===== config.mk =====
export PLATFORM = sky130hd
export DESIGN_NAME = scalar_alu
export DESIGN_NICKNAME = d
export VERILOG_FILES = /design/src/rtl/scalar_alu.sv
export SDC_FILE = /design/constraint.sdc
export NUM_CORES = 1
export LEC_CHECK = 0
export ABC_AREA = 1
export CAP_MARGIN = 20
export CORE_AREA = 8 8 143 105
export CTS_CLUSTER_DIAMETER = 150
export DETAILED_ROUTE_END_ITERATION = 12
export DIE_AREA = 0 0 151 113
export DONT_BUFFER_PORTS = 1
export PLACE_DENSITY_LB_ADDON = 0.25
export SLEW_MARGIN = 20
export SYNTH_ARGS = -nofsm -noshare
export SYNTH_HDL_FRONTEND = slang
export SYNTH_SLANG_ARGS = --single-unit

===== constraint.sdc =====
create_clock -name clk -period 4.8 [get_ports clk]
set_input_delay 0.72 -clock clk [delete_from_list [all_inputs] [get_ports clk]]
set_output_delay 0.72 -clock clk [all_outputs]
set_load 0.02 [all_outputs]

===== src/rtl/scalar_alu.sv =====
// scalar_alu: registered N-bit scalar ALU (add/sub/sll/mult/and/or/xor/srl).
// The result and the c/z/gt/v/n flags are captured one cycle after the inputs.
// Optional feature macro: ALU_MULT_EN enables the NxN multiplier on op 011.
// Without it, op 011 yields a zero result with z set.
module scalar_alu #(
  parameter int N = 24
) (
  input  logic         clk,
  input  logic         rst_n,
  input  logic [N-1:0] A,
  input  logic [N-1:0] B,
  input  logic [2:0]   ALUControl,
  output logic [N-1:0] Output,
  output logic         c_flag,
  output logic         z_flag,
  output logic         gt_flag,
  output logic         v_flag,
  output logic         n_flag
);

  localparam int SHW = $clog2(N);
  // Shift amounts at or above this value flush the result to zero.
  localparam logic [SHW:0] NLIM = (SHW+1)'(N);

  typedef enum logic [2:0] {
    OP_ADD  = 3'b000,
    OP_SUB  = 3'b001,
    OP_SLL  = 3'b010,
    OP_MULT = 3'b011,
    OP_AND  = 3'b100,
    OP_OR   = 3'b101,
    OP_XOR  = 3'b110,
    OP_SRL  = 3'b111
  } op_e;

  typedef struct packed {
    logic [N-1:0] res;
    logic         c;
    logic         z;
    logic         gt;
    logic         v;
    logic         n;
  } alu_out_t;

  alu_out_t     alu_d, alu_q;
  logic [N:0]   add_w, sub_w;
  logic         shift_oob;
  logic [SHW-1:0] shamt;

  // Extra top bit carries the add carry-out / sub borrow.
  assign add_w     = {1'b0, A} + {1'b0, B};
  assign sub_w     = {1'b0, A} - {1'b0, B};
  assign shamt     = B[SHW-1:0];
  assign shift_oob = (|B[N-1:SHW]) || ({1'b0, shamt} >= NLIM);

`ifdef ALU_MULT_EN
  logic [2*N-1:0] prod;
  assign prod = {{N{1'b0}}, A} * {{N{1'b0}}, B};
`endif

  // Next-state result and flags from the current operands.
  always_comb begin
    alu_d    = '0;
    alu_d.gt = (A > B);
    unique case (op_e'(ALUControl))
      OP_ADD: begin
        alu_d.res = add_w[N-1:0];
        alu_d.c   = add_w[N];
        alu_d.v   = (A[N-1] == B[N-1]) && (add_w[N-1] != A[N-1]);
      end
      OP_SUB: begin
        alu_d.res = sub_w[N-1:0];
        alu_d.c   = ~sub_w[N];
        alu_d.v   = (A[N-1] != B[N-1]) && (sub_w[N-1] != A[N-1]);
      end
      OP_SLL:  alu_d.res = shift_oob ? '0 : (A << shamt);
`ifdef ALU_MULT_EN
      OP_MULT: begin
        alu_d.res = prod[N-1:0];
        alu_d.c   = |prod[2*N-1:N];
      end
`else
      OP_MULT: alu_d.res = '0;
`endif
      OP_AND:  alu_d.res = A & B;
      OP_OR:   alu_d.res = A | B;
      OP_XOR:  alu_d.res = A ^ B;
      OP_SRL:  alu_d.res = shift_oob ? '0 : (A >> shamt);
      default: alu_d.res = '0;
    endcase
    alu_d.z = (alu_d.res == '0);
    alu_d.n = alu_d.res[N-1];
  end

  // Output register; reset forces every field, including z, to zero.
  always_ff @(posedge clk) begin
    if (!rst_n) alu_q <= '0;
    else        alu_q <= alu_d;
  end

  assign Output  = alu_q.res;
  assign c_flag  = alu_q.c;
  assign z_flag  = alu_q.z;
  assign gt_flag = alu_q.gt;
  assign v_flag  = alu_q.v;
  assign n_flag  = alu_q.n;

endmodule


# After elaboration in Yosys (flattened, before gate mapping)
# Index checks and enable logic that the tools add are counted.
# Widths: inputs -> output; s select.
[classes]
n_addsub = 2
order_cmp = 2
eq_ne = 11
n_shift = 2
mux = 5
n_bitwise = 4
reduce_logical = 6
[op_table]
columns = ["cell", "count"]
rows = [
  ["$pmux 24 s8", 1],
  ["$mux 24", 2],
  ["$add 24x24->25", 1],
  ["$sub 24x24->25", 1],
  ["$and 24x24->24", 1],
  ["$gt 24x24->1", 1],
  ["$logic_not 24->1", 1],
  ["$or 24x24->24", 1],
  ["$shl 24x5->24", 1],
  ["$shr 24x5->24", 1],
  ["$xor 24x24->24", 1],
  ["$reduce_or 19->1", 1],
  ["$eq 3x3->1 const B", 4],
  ["$eq 3x2->1 const B", 2],
  ["$ge 5x5->1 const B", 1],
  ["$pmux 1 s2", 2],
  ["$eq 3x1->1 const B", 1],
  ["$logic_not 3->1", 1],
  ["$ne 1x1->1", 3],
  ["$logic_and 1x1->1", 2],
  ["$eq 1x1->1", 1],
  ["$logic_or 1x1->1", 1],
  ["$not 1->1", 1],
]
[totals]
regBits = 29
inputBits = 53
out_inout_bits = 29
elab_cells = 38

# Longest topological paths before layout
[depth]
depth_word = 5
mapped_depth = 22
mapped_depth_nobuf = 19

# Worst setup path before layout
# OpenSTA, ideal clock, no wires.
[synth_path]
path_kind = "input to register"
startpoint = "input B[4]"
endpoint = "register alu_q (netlist bit z_flag)"
setup_ps = 64
arrival_ps = 2980
t_required_ps = 4736
path_slack_ps = 1756
cell_stages = 18
n_path_buf = 3
cell_sequence = "buf_2 -> clkinv_1 -> clkbuf_1 -> ha_1 -> buf_6 -> nor2_1 -> nand3_1 -> nand3_2 -> nand2_1 -> a21oi_1 -> nor2_1 -> nor2_1 -> nand3_1 -> nor2_1 -> nand3_1 -> nor2_1 -> nand3_1 -> nor2_1"
[synth_between]
elab_chain_len = 5
elab_cells_between_ends = 13
classes_between = "2 x add/sub; 1 x order compare; 2 x shift; 3 x mux; 3 x bitwise; 2 x reduce/logical"
[synth_rtl]
columns = ["item", "line", "rtl"]
rows = [
  ["start: declaration", "11", "input logic [N-1:0] B,"],
  ["branches (longest 3 deep; another with $sub 24x24->25)", "--", ""],
  ["$pmux 24 s8 *", "65", "unique case (op_e'(ALUControl))"],
  ["$logic_not 24->1 *", "91", "alu_d.z = (alu_d.res == '0);"],
  ["end signal: assignment", "98", "else alu_q <= alu_d;"],
  ["end: declaration", "45", "alu_out_t alu_d, alu_q;"],
]
# Mark *: on every way between the ends.
# A chain may end at the register's enable or synchronous reset.

# Worst setup path after layout
[layout_path]
startpoint = "input B[1]"
endpoint = "register alu_q (netlist bit z_flag)"
# The elaborated chain is that of the path after synthesis.

==> flow_summary.ini <==
[power_and_ir_drop]
p_leak_uw = 0.003932
power.share.clock_pct = 16.2
total_power_uw = 1268
power_report.internal_total_uw = 603.5
sequential_cell_fraction_of_total_power_pct = 22.3
p_per_area_mw_per_mm2 = 169.2
share_comb_of_total_power_pct = 61.5
power.switching_fraction_pct = 52.42
irDropWorstVdd_mv = 0.1357
switchingPower_uw = 664.7

[synth]
synthFlopType = dfxtp_1
post_synth_mux_area_share_pct = 0
synth_simple_gate_area_share_pct = 50.61
synth.yosys.warnings = 0
yosys-top-cells-area = nand3_1 (20%), nand2_1 (20%), ha_1 (12%)
synth-xor-area-share_pct = 0.6987
ys_ff_latch = 28
yosysTopAreaCellShare_pct = 20.10
synth_seq_area_share_pct = 7.453
yosys.cell_types.count = 44
yosys.area_share.adder_pct = 12.68
synth_compound_area_share_pct = 15.82
postSynthNetCount = 1549
synth-edff-count = 0
synth_top_cell_by_area = nand3_1
netlist_area_mm2 = 0.007521
netlist_instances = 1421
async_reset_ff_share_pct = 0
synth_top_family_by_area = simple AND/OR/NAND/NOR gates
synth_area_per_inst_um2 = 5.293

[routing]
dr.pass1.iters = 8
routed_wire_length_per_instance_um = 21.57
viasPerCell = 6.543
wirelength_um = 32870
drt_iter0_markers = 1940
detail_route.drc_violations = 0
ant_nets = 0
detailroute.via_count = 9971

[clocking]
clock_tree.buffer_depth = 2
post_cts_buffers = 0
cts-buffers-inserted = 3
cts_root_buffer = clkbuf_16
tritoncts = done
cts_htree_levels = 1
clock-sinks = 28
clkTransAtPathRegs_ns = 0.06
cts_repair_resize_count = 0
cts_hold_repair_buffers = 0

[floorplanning]
dieArea_mm2 = 0.01706
die_w_um = 151
num_rows = 35
floorplan.initialDensity_pct = 58.82
design.core.area_mm2 = 0.01279
pin_count = 82
dieHeight_um = 113

[global_route]
global_route.usage.total_pct = 36.95
pin_count_of_the_biggest_net_entering_global_routing = 54
gr-total-overflow = 0
grt_antenna_before_repair = 0
vias_in_the_first_global_route = 8534
grt_pass1_wl_um = 49110

[layout]
mostFrequentLayoutCells = nand2_1 (391), nand3_1 (302), inv_1 (147), nor2_1 (123), a21oi_1 (92)
num-nets-final = 1487
layout_commonest_cell = nand2_1
diodes_inserted = 0
area.growth.synth_to_final_pct = -0.3660
layout-drive-gt1-share_pct = 2.135

[place]
io_buffers = 0
dpl_worst_slack_ns = 1.416
finalWeightedCongestion = 1.096
dp.final_hpwl_um = 26570

[critical_path]
critical-path-max-stage-delay_ns = 0.64
crit_required_ns = 5.01
worst_path_dominant_cell_family = simple AND/OR/NAND/NOR gates
cp.buffers_inverters = 2
criticalPathCategory = in -> reg
arrival_ns = 3.50
start_kind = primary input
setup.worst_path.end = z_flag
critPathMaxFanout = 53
critical_path.slowest_cell = inv_2
critPathLaunch = B[1]
path_common_cell = nand2_1
critical_path_cell_count = 17
worstPathCellList = inv_2 > ha_1 > inv_1 > nand3_1 > nand2_1 > nand2_1 > nand2_1 > nand2_1 > nand3_1 > nand2_1 > nand3_1 > nand2_1 > nand2_1 > nand2_1 > nor2_1 > nand3_1 > nor2_1
worst_setup_path_end_kind = register

[timing]
timing.final.crit_period_ns = 3.294
maxSlewViolCount = 0
grt_setup_unrepaired = false
final_setup_slack_of_the_worst_path_ns = 1.506
finalCritPeriodShare_pct = 68.63
max-slew-margin-rel_pct = 23.00
maxClockFrequency_mhz = 303.6
hold_slack_ns = 0.5571
report.final.hold_viol_count = 0
setup_violations = 0
setup-tns-final_ns = 0
tightest_slew_ns = 1.152

[hold_path]
worst_hold_path_type = in -> reg
holdPathStages = 2

[flow_run]
cap_viol_max_count = 0

[run_status]
run_status = finished clean
## stage by stage
step	area [um2]	std cells	util, %
detailed placement	7405	1520	57.91
floorplan	7521	1421	-
global placement	7405	1520	57.91
CTS	7493	1524	58.60
global route	7493	1524	58.60
finish	7493	1524	58.60
## cells in the mapped netlist (2+ instances only)
cell type  number
xor2_1          6
a31oi_1         3
inv_1         147
o22ai_1        10
buf_6           3
nand3b_1        6
buf_4           5
a21oi_2         3
o21ai_0        60
a221oi_1       10
buf_1           8
o21bai_1        9
inv_2           7
nor4_1          3
fa_1            2
dfxtp_1        28
buf_2          42
o221ai_1        2
nand4_1        26
nor3_2          2
nand3_2         2
a21o_1          2
a21oi_1        92
ha_1           73
nor3_1         11
clkbuf_1       14
clkinv_1        3
o211ai_1        6
o21ai_1         2
nor2_1        123
nand3_1       302
nand2_1       391
and2_1          2
nor2_2          3
a211oi_1        4
## cell type report
type | instances | area, um2
Clock buffer | 4 | 88.84
Timing Repair Buffer | 6 | 45.04
Inverter | 157 | 589.3
Tap cell | 166 | 207.7
Fill cell | 1412 | 5294
Multi-Input combinational cell | 1163 | 6002
Sequential cell | 28 | 560.5
## how the worst min path moves through the flow
stage | slack [ns] | start | to
floorplan | 0.92 | A[23] | v_flag
global placement | 0.83 | rst_n | Output[6]
detailed placement | 0.83 | rst_n | Output[20]
CTS | 0.55 | rst_n | Output[16]
global route | 0.56 | rst_n | Output[10]
finish | 0.56 | rst_n | Output[6]
## per-layer routing
| metal | vias up | share of wire [%] | GRT usage [%] |
|---|---|---|---|
| li1 | 4610 | - | - |
| met1 | 4421 | 41 | 52.95 |
| met2 | 847 | 38 | 49.23 |
| met3 | 91 | 18 | 14.00 |
| met4 | 2 | 3.1 | 9.993 |
| met5 | - | 0.24 | 3.738 |
## state kept, by name, summed over array words and instances, names as in the netlist
signal,count
v_flag,1
gt_flag,1
z_flag,1
c_flag,1
Output,24
## cell families after synthesis
| family | Yosys count |
|---|---|
| AO/OA/AOI/OAI | 209 |
| XOR/XNOR | 6 |
| adder cells (fa/ha/maj) | 75 |
| buffers and inverters | 230 |
| flip-flops | 28 |
| AND/OR/NAND/NOR | 873 |
## power groups by stage
stage               combinational, uW  sequential (uW)  clock, uW
global route                      840              285        221
finish                            780              282        205
detailed placement                731              289          0
CTS                               735              284        214
global placement                  730              289          0
floorplan                         567              283          0
Power figures use the tool's default switching activity.
